--- src/rtl/cell_pair_scheduler.sv ---
// Phase-1 cell-pair sequencer: sweeps every home cell of the 3-D grid and issues it with
// its 13 half-shell neighbours (periodic wrap), throttled by an in-flight pair count.
module cell_pair_scheduler #(
    parameter int CELLS_X      = 4,
    parameter int CELLS_Y      = 4,
    parameter int CELLS_Z      = 4,
    parameter int CID_W        = 2,
    parameter int MAX_INFLIGHT = 8
) (
    input  logic                 clk,
    input  logic                 reset,
    input  logic                 phase1_ready,
    output logic                 pair_valid,
    input  logic                 pair_ready,
    output logic [3*CID_W-1:0]   home_cell,
    output logic [3*CID_W-1:0]   nbr_cell,
    output logic [3:0]           nbr_idx,
    input  logic                 pair_done,
    output logic                 phase1_done,
    output logic                 busy,
    output logic                 err
);
    localparam int IF_W = $clog2(MAX_INFLIGHT + 1);

    localparam logic [2:0] S_IDLE     = 3'd0;
    localparam logic [2:0] S_ISSUE    = 3'd1;
    localparam logic [2:0] S_DRAIN    = 3'd2;
    localparam logic [2:0] S_DONE     = 3'd3;
    localparam logic [2:0] S_WAIT_LOW = 3'd4;

    localparam logic [3:0] LAST_IDX = 4'd13;

    // Per-axis offset codes: 0, +1, -1
    localparam logic [1:0] DZR = 2'b00;
    localparam logic [1:0] DP  = 2'b01;
    localparam logic [1:0] DM  = 2'b11;

    // Axis 0 = x, 1 = y, 2 = z
    localparam logic [2:0][CID_W-1:0] MAX_AX = {CID_W'(CELLS_Z - 1),
                                                CID_W'(CELLS_Y - 1),
                                                CID_W'(CELLS_X - 1)};

    logic [2:0]              state_q, state_d;
    logic [2:0][CID_W-1:0]   home_q, home_d;
    logic [3:0]              idx_q, idx_d;
    logic [IF_W-1:0]         inflight_q, inflight_d;
    logic                    err_q, err_d;

    logic [2:0][1:0]         d_ax;
    logic [2:0][CID_W-1:0]   nbr_ax;
    logic [2:0][CID_W-1:0]   home_step;
    logic [2:0]              at_max;
    logic [2:0]              carry;
    logic                    xfer;
    logic                    last_pair;

    // Offsets packed as {dz, dy, dx}
    always_comb begin
        d_ax = {DZR, DZR, DZR};
        case (idx_q)
            4'd1:    d_ax = {DZR, DZR, DP };
            4'd2:    d_ax = {DZR, DP,  DM };
            4'd3:    d_ax = {DZR, DP,  DZR};
            4'd4:    d_ax = {DZR, DP,  DP };
            4'd5:    d_ax = {DP,  DM,  DM };
            4'd6:    d_ax = {DP,  DM,  DZR};
            4'd7:    d_ax = {DP,  DM,  DP };
            4'd8:    d_ax = {DP,  DZR, DM };
            4'd9:    d_ax = {DP,  DZR, DZR};
            4'd10:   d_ax = {DP,  DZR, DP };
            4'd11:   d_ax = {DP,  DP,  DM };
            4'd12:   d_ax = {DP,  DP,  DZR};
            4'd13:   d_ax = {DP,  DP,  DP };
            default: d_ax = {DZR, DZR, DZR};
        endcase
    end

    genvar gi;
    generate
        for (gi = 0; gi < 3; gi++) begin : g_axis
            assign at_max[gi] = (home_q[gi] == MAX_AX[gi]);

            assign nbr_ax[gi] = (d_ax[gi] == DP) ? (at_max[gi] ? '0 : home_q[gi] + CID_W'(1)) :
                                (d_ax[gi] == DM) ? ((home_q[gi] == '0) ? MAX_AX[gi]
                                                                       : home_q[gi] - CID_W'(1)) :
                                home_q[gi];

            // x steps every cell; y and z step only when all lower axes roll over
            if (gi == 0) begin : g_c0
                assign carry[gi] = 1'b1;
            end else begin : g_cn
                assign carry[gi] = carry[gi-1] & at_max[gi-1];
            end

            assign home_step[gi] = carry[gi] ? (at_max[gi] ? '0 : home_q[gi] + CID_W'(1))
                                             : home_q[gi];
        end
    endgenerate

    assign pair_valid  = (state_q == S_ISSUE) && (inflight_q < IF_W'(MAX_INFLIGHT));
    assign xfer        = pair_valid && pair_ready;
    assign last_pair   = (idx_q == LAST_IDX) && (&at_max);
    assign home_cell   = home_q;
    assign nbr_cell    = nbr_ax;
    assign nbr_idx     = idx_q;
    assign phase1_done = (state_q == S_DONE);
    assign busy        = (state_q != S_IDLE);
    assign err         = err_q;

    always_comb begin
        state_d = state_q;
        home_d  = home_q;
        idx_d   = idx_q;
        case (state_q)
            S_IDLE: begin
                if (phase1_ready) begin
                    state_d = S_ISSUE;
                    home_d  = '0;
                    idx_d   = '0;
                end
            end
            S_ISSUE: begin
                if (xfer) begin
                    if (idx_q == LAST_IDX) begin
                        idx_d  = '0;
                        home_d = home_step;
                        if (last_pair) begin
                            state_d = S_DRAIN;
                        end
                    end else begin
                        idx_d = idx_q + 4'd1;
                    end
                end
            end
            S_DRAIN: begin
                if (inflight_q == '0) begin
                    state_d = S_DONE;
                end
            end
            S_DONE:     state_d = S_WAIT_LOW;
            S_WAIT_LOW: begin
                if (!phase1_ready) begin
                    state_d = S_IDLE;
                end
            end
            default:    state_d = S_IDLE;
        endcase
    end

    // A pair_done with nothing outstanding is flagged and otherwise ignored
    always_comb begin
        inflight_d = inflight_q;
        err_d      = err_q;
        if (pair_done && (inflight_q == '0)) begin
            err_d = 1'b1;
            if (xfer) begin
                inflight_d = inflight_q + IF_W'(1);
            end
        end else if (xfer && !pair_done) begin
            inflight_d = inflight_q + IF_W'(1);
        end else if (!xfer && pair_done) begin
            inflight_d = inflight_q - IF_W'(1);
        end
    end

    always_ff @(posedge clk) begin
        if (!reset) begin
            state_q    <= S_IDLE;
            home_q     <= '0;
            idx_q      <= '0;
            inflight_q <= '0;
            err_q      <= 1'b0;
        end else begin
            state_q    <= state_d;
            home_q     <= home_d;
            idx_q      <= idx_d;
            inflight_q <= inflight_d;
            err_q      <= err_d;
        end
    end
endmodule

--- config.mk ---
export PLATFORM = sky130hd
export DESIGN_NAME = cell_pair_scheduler
export DESIGN_NICKNAME = d
export VERILOG_FILES = /design/src/rtl/cell_pair_scheduler.sv
export SDC_FILE = /design/constraint.sdc
export NUM_CORES = 1
export LEC_CHECK = 0
export BUFFER_PORTS_ARGS = -buffer_cell sky130_fd_sc_hd__buf_4
export CAP_MARGIN = 20
export CORE_ASPECT_RATIO = 0.8
export CORE_MARGIN = 10
export CORE_UTILIZATION = 45
export CTS_CLUSTER_SIZE = 16
export DETAILED_ROUTE_END_ITERATION = 10
export GPL_ROUTABILITY_DRIVEN = 0
export GPL_TIMING_DRIVEN = 0
export PLACE_DENSITY_LB_ADDON = 0.05
export SLEW_MARGIN = 20
export SYNTH_ARGS = -nofsm -noshare
export SYNTH_HDL_FRONTEND = slang
export SYNTH_SLANG_ARGS = --single-unit
--- constraint.sdc ---
create_clock -name clk -period 2.5 [get_ports clk]
set_input_delay 0.75 -clock clk [delete_from_list [all_inputs] [get_ports clk]]
set_output_delay 0.75 -clock clk [all_outputs]
set_load 0.02 [all_outputs]
# ---- Yosys cells after proc, flatten, opt, wreduce, memory -nomap -nowiden
# Memory sizes are Yosys's and may differ from the RTL's. A register that Yosys moved wholly into a read port is not among the register bits.
# Index checks and enable logic that the tools add are counted.
dict set report word_totals {
  out_inout_bits 20
  register_bits 18
  memories 1
  word_cells 100
  romBits 80
}
# memory depth word_bits read_ports rd_clocked_by_memory_dff wr line
set mem_list {}
lappend mem_list {{(name not given)} 16 5 1 1 0 60} ;# case (idx_q)
dict set report op_classes {
  n_eq_ne 23
  muxes 35
  order_cmp 1
  add_sub_neg 9
  n_reduce_logical 23
  bitwise_logic 1
}
# operator n
set op_table {}
lappend op_table {{$mux W4} 9}
lappend op_table {{$mux W2} 14}
lappend op_table {{$mux W3} 6}
lappend op_table {{$mux W6} 3}
lappend op_table {{$ne A2 B2 Y1 const B} 8}
lappend op_table {{$pmux W3 S5} 1}
lappend op_table {{$eq A2 B2 Y1 const B} 6}
lappend op_table {{$pmux W6 S2} 1}
lappend op_table {{$reduce_and A5 Y1} 2}
lappend op_table {{$add A4 B1 Y4 const B} 2}
lappend op_table {{$pmux W4 S2} 1}
lappend op_table {{$add A2 B1 Y2 const B} 3}
lappend op_table {{$eq A2 B1 Y1 const B} 3}
lappend op_table {{$eq A3 B2 Y1 const B} 2}
lappend op_table {{$logic_and A1 B1 Y1} 6}
lappend op_table {{$logic_not A2 Y1} 3}
lappend op_table {{$reduce_and A3 Y1} 2}
lappend op_table {{$reduce_and A6 Y1} 1}
lappend op_table {{$reduce_bool A3 Y1} 2}
lappend op_table {{$sub A2 B1 Y2 const B} 3}
lappend op_table {{$eq A4 B4 Y1 const B} 1}
lappend op_table {{$logic_not A4 Y1} 1}
lappend op_table {{$lt A4 B4 Y1 const B} 1}
lappend op_table {{$reduce_and A4 Y1} 1}
lappend op_table {{other kinds (9)} 10}

# ---- Longest topological paths before layout
dict set report logic_depth {
  word_depth 8
  mapped_depth 11
  ltp_nobuf 11
}

# ---- Worst setup path after synthesis
# Ideal clock, no wire load.
dict set report synth_timing {
  path_kind {input to register}
  start {input pair_ready}
  end {register d_ax[1] (netlist name)}
  slack_ps 104
  required_time_ps 2378
  n_path_buf 0
  t_arrival_ps 2274
  path_stages 7
  path_cell_list {nand3b_4 -> a21boi_2 -> mux2i_1 -> nand2_1 -> ha_1 -> and4b_1 -> a311o_1}
}
dict set report synth_between {
  elab_chain_cells 5
}
# element line
set synth_rtl {}
lappend synth_rtl {{start, declared} 14} ;# input logic pair_ready,
lappend synth_rtl {{$logic_and A1 B1 Y1} 101} ;# assign xfer = pair_valid && pair_ready;
lappend synth_rtl {{$ne A2 B2 Y1 (no line)} n/a}
lappend synth_rtl {{$reduce_and A3 Y1 (no line)} n/a}
lappend synth_rtl {{$mux W4 (no line) (2 in a row)} n/a}
# Every way passes these cells.
# A chain may end at the register's enable or synchronous reset.

# ---- Final worst setup path
dict set report layout_timing {
  start {input pair_ready}
  end {register d_ax[1] (netlist name)}
}
dict set report layout_between {
  elab_chain_cells 5
}
# element line
set layout_rtl {}
lappend layout_rtl {{$logic_and A1 B1 Y1} 101}
lappend layout_rtl {{$ne A2 B2 Y1 (no line)} n/a}
lappend layout_rtl {{$reduce_and A3 Y1 (no line)} n/a}
lappend layout_rtl {{$mux W4 (no line) (2 in a row)} n/a}
# Every way passes these cells.

==> impl_metrics.toml <==
[placed_design]
hpwl_um = 2910
postPlaceCellArea_um2 = 1840
io_buffers = 22
place_ws_ps = -274

[global_routing]
grt_pass1_wl_um = 6250
globalRoute.totalOverflow = 0
grt_max_degree = 14
grt.total_usage_pct = 11.6
antenna_found_initial = 0
grt_pass1_vias = 1412

[synthesis]
synth-edff-count = 0
synthMuxAreaShare_pct = 5.72
synth_compound_area_share_pct = 16.9
yosys_most_used_dff = "dfxtp_1"
yosys.area_share.simple_pct = 28.1
synth_fp_nets = 211
syn_area_per_cell_um2 = 8.47
synth_common_cells = "dfxtp_1, nand2_1, inv_1"
synth_area_leaders = "dfxtp_1, ha_1, nand2_1"
synth_top_family_by_area = "simple AND/OR/NAND/NOR gates"
postSynthCellCount = 191
ys_ff_latch = 23
netlist_area_um2 = 1620
seq_area_frac_synth_pct = 28.5
synth_top_area_share_pct = 28.5
ys_warn_count = 0
synth_fa_ha_area_share_pct = 11.6
async_flop_share_pct = 0
synth_xor_area_share_pct = 2.71
synth_most_common_cell = "dfxtp_1"
synth_cell_types = 53
yosysTopAreaCell = "dfxtp_1"

[sta]
final.min_clock_period_ps = 2340
worstMarginPinSlew_ps = 639
whs_ps = 520
rsz0062_at_grt = "no"
relSlewSlack_pct = 57.4
setup_slack_ps = 158
clock_skew_ps = 1.30
fmax_ghz = 0.427
setup_tns_ps = 0
fin_crit_sh_pct = 93.7
setup_viol_count_final = 0
finalHoldViolations = 0
slew_viol_final = 0

[worst_setup_path]
r2r_setup_slack_ps = 160
crit_path_start_kind = "input port"
cp_max_fo = 6
endpoint_kind = "flip-flop"
reg2reg_depth = 10
cp.required_ps = 2650
rr_endpoint = "d_ax[1]"
r2r-start = "nbr_idx[1]"
worstPathArrival_ps = 2500
path_class = "in2reg"

[routing]
ant_nets = 0
via_count = 1438
drt_iter0_drc = 66
wl_per_cell_um = 14.2
dr.pass1.iters = 4
finalWirelength_um = 3760
drc = 0
vias_per_cell = 5.43

[final_layout]
final_util_pct = 56.7
nets = 244
drive_gt1_share_pct = 22.0
antenna_cells = 0
areaGrowthSynthToFinish_pct = 20.9
postLayoutCellArea_um2 = 1960
num-fill-cells = 310

[floorplanning]
dieArea_um2 = 6410
die_h_um = 73.6
io_pins = 25
chipWidth_um = 87.0
rows = 19
coreArea_um2 = 3450
initial_core_util_pct = 46.9

[cts]
root_buffer = "clkbuf_8"
cts_sinks = 23
cts_made_buffers = 3
clk_path_buf_depth = 2
postCtsHoldBufs = 0
tritoncts = "yes"
clkSlewWorstSetupHoldPaths_ps = 80
clk_latency_ps = 260
cts_max_level = 1

[pwr]
p_leak_nw = 0.863
powerDensity_nw_per_um2 = 882
ir_drop_uv = 531

[worst_hold_path]
whs_path_depth = 2
hold_class = "reg2reg"
hp-start = "home_cell[2]"
whs_endpoint = "home_cell[2]"

[outcome]
status = "complete, no violations"

[flow_run]
maxCapViolCount = 0
[worst max-delay path by stage]
stage                    start  endpoint
floorplan           pair_ready   d_ax[1]
global route        nbr_idx[1]   d_ax[1]
global placement    pair_ready   d_ax[1]
detailed placement       reset   d_ax[1]
finish              pair_ready   d_ax[1]
CTS                      reset   d_ax[1]
[cell families (layout without fill, tap and decap cells)]
logic type,count (synthesis),in the layout
AO/OA/AOI/OAI,35,35
XOR/XNOR,5,5
adder cells (fa/ha/maj),15,15
buffers and inverters,27,59
flip-flops,23,23
multiplexers,9,9
AND/OR/NAND/NOR,77,77
[where the power goes]
group,leakage [nW],internal [W],total (W),switching [W]
logic,0.651,0.000457,0.000976,0.000519
clock network,0.0255,0.000111,0.000230,0.000118
registers,0.187,0.000435,0.000518,0.0000828
[worst max-delay path, stage by stage]
cell	delay, ps
buf_4	100
nand3b_4	90
a21boi_4	230
mux2i_2	270
nand2_1	190
ha_1	350
and4b_1	190
a311o_1	320
[what timing repair did]
action                     CTS  global route
setup buffers                0             6
resized for setup            1             7
setup endpoints to repair    1             2
[state kept, by name (all words and copies together) (netlist names)]
signal and flops:
d_ax 5, home_cell 6, nbr_idx 4, inflight_q 4, err 1, state_q 3
[cells in the final DEF, fill, tap and decap left out, drive strengths merged, types with 3 or more instances in the layout]
cell and instances:
a21boi 7, a21oi 5, and2 6, buf 32
clkbuf 6, dfxtp 23, ha 15, inv 20
mux2i 7, nand2 21, nand2b 7, nand3 5
nand4 5, nor2 7, nor2b 8, nor3 3
o211ai 4, o21ai 3, xnor2 4
[routing by layer]
layer | track usage (%) | wire length, um | up-vias
li1 | - | - | 738
met2 | 19.3 | 1680 | 26
met5 | 0 | 0 | -
met4 | 2.87 | 36 | 0
met3 | 4.09 | 217 | 4
met1 | 14.0 | 1830 | 670
[layout make-up]
class	instances	area, um2	share of cell area [%]
plain buffers	7	31.3	1.60
clock buffers	3	41.3	2.11
clock inverters	1	5.00	0.256
inverters	20	75.1	3.84
multi-input cells	141	1080	55.2
flip-flops and latches	23	460	23.5
well taps	42	52.6	2.69
repair buffers	28	210	10.7
[per-stage QoR]
step                total power (W)  std cells
finish                      0.00172        265
global route                0.00186        265
CTS                         0.00165        259
detailed placement          0.00140        255
global placement            0.00138        255
floorplan                   0.00115        191
Power figures use the tool's default switching activity.
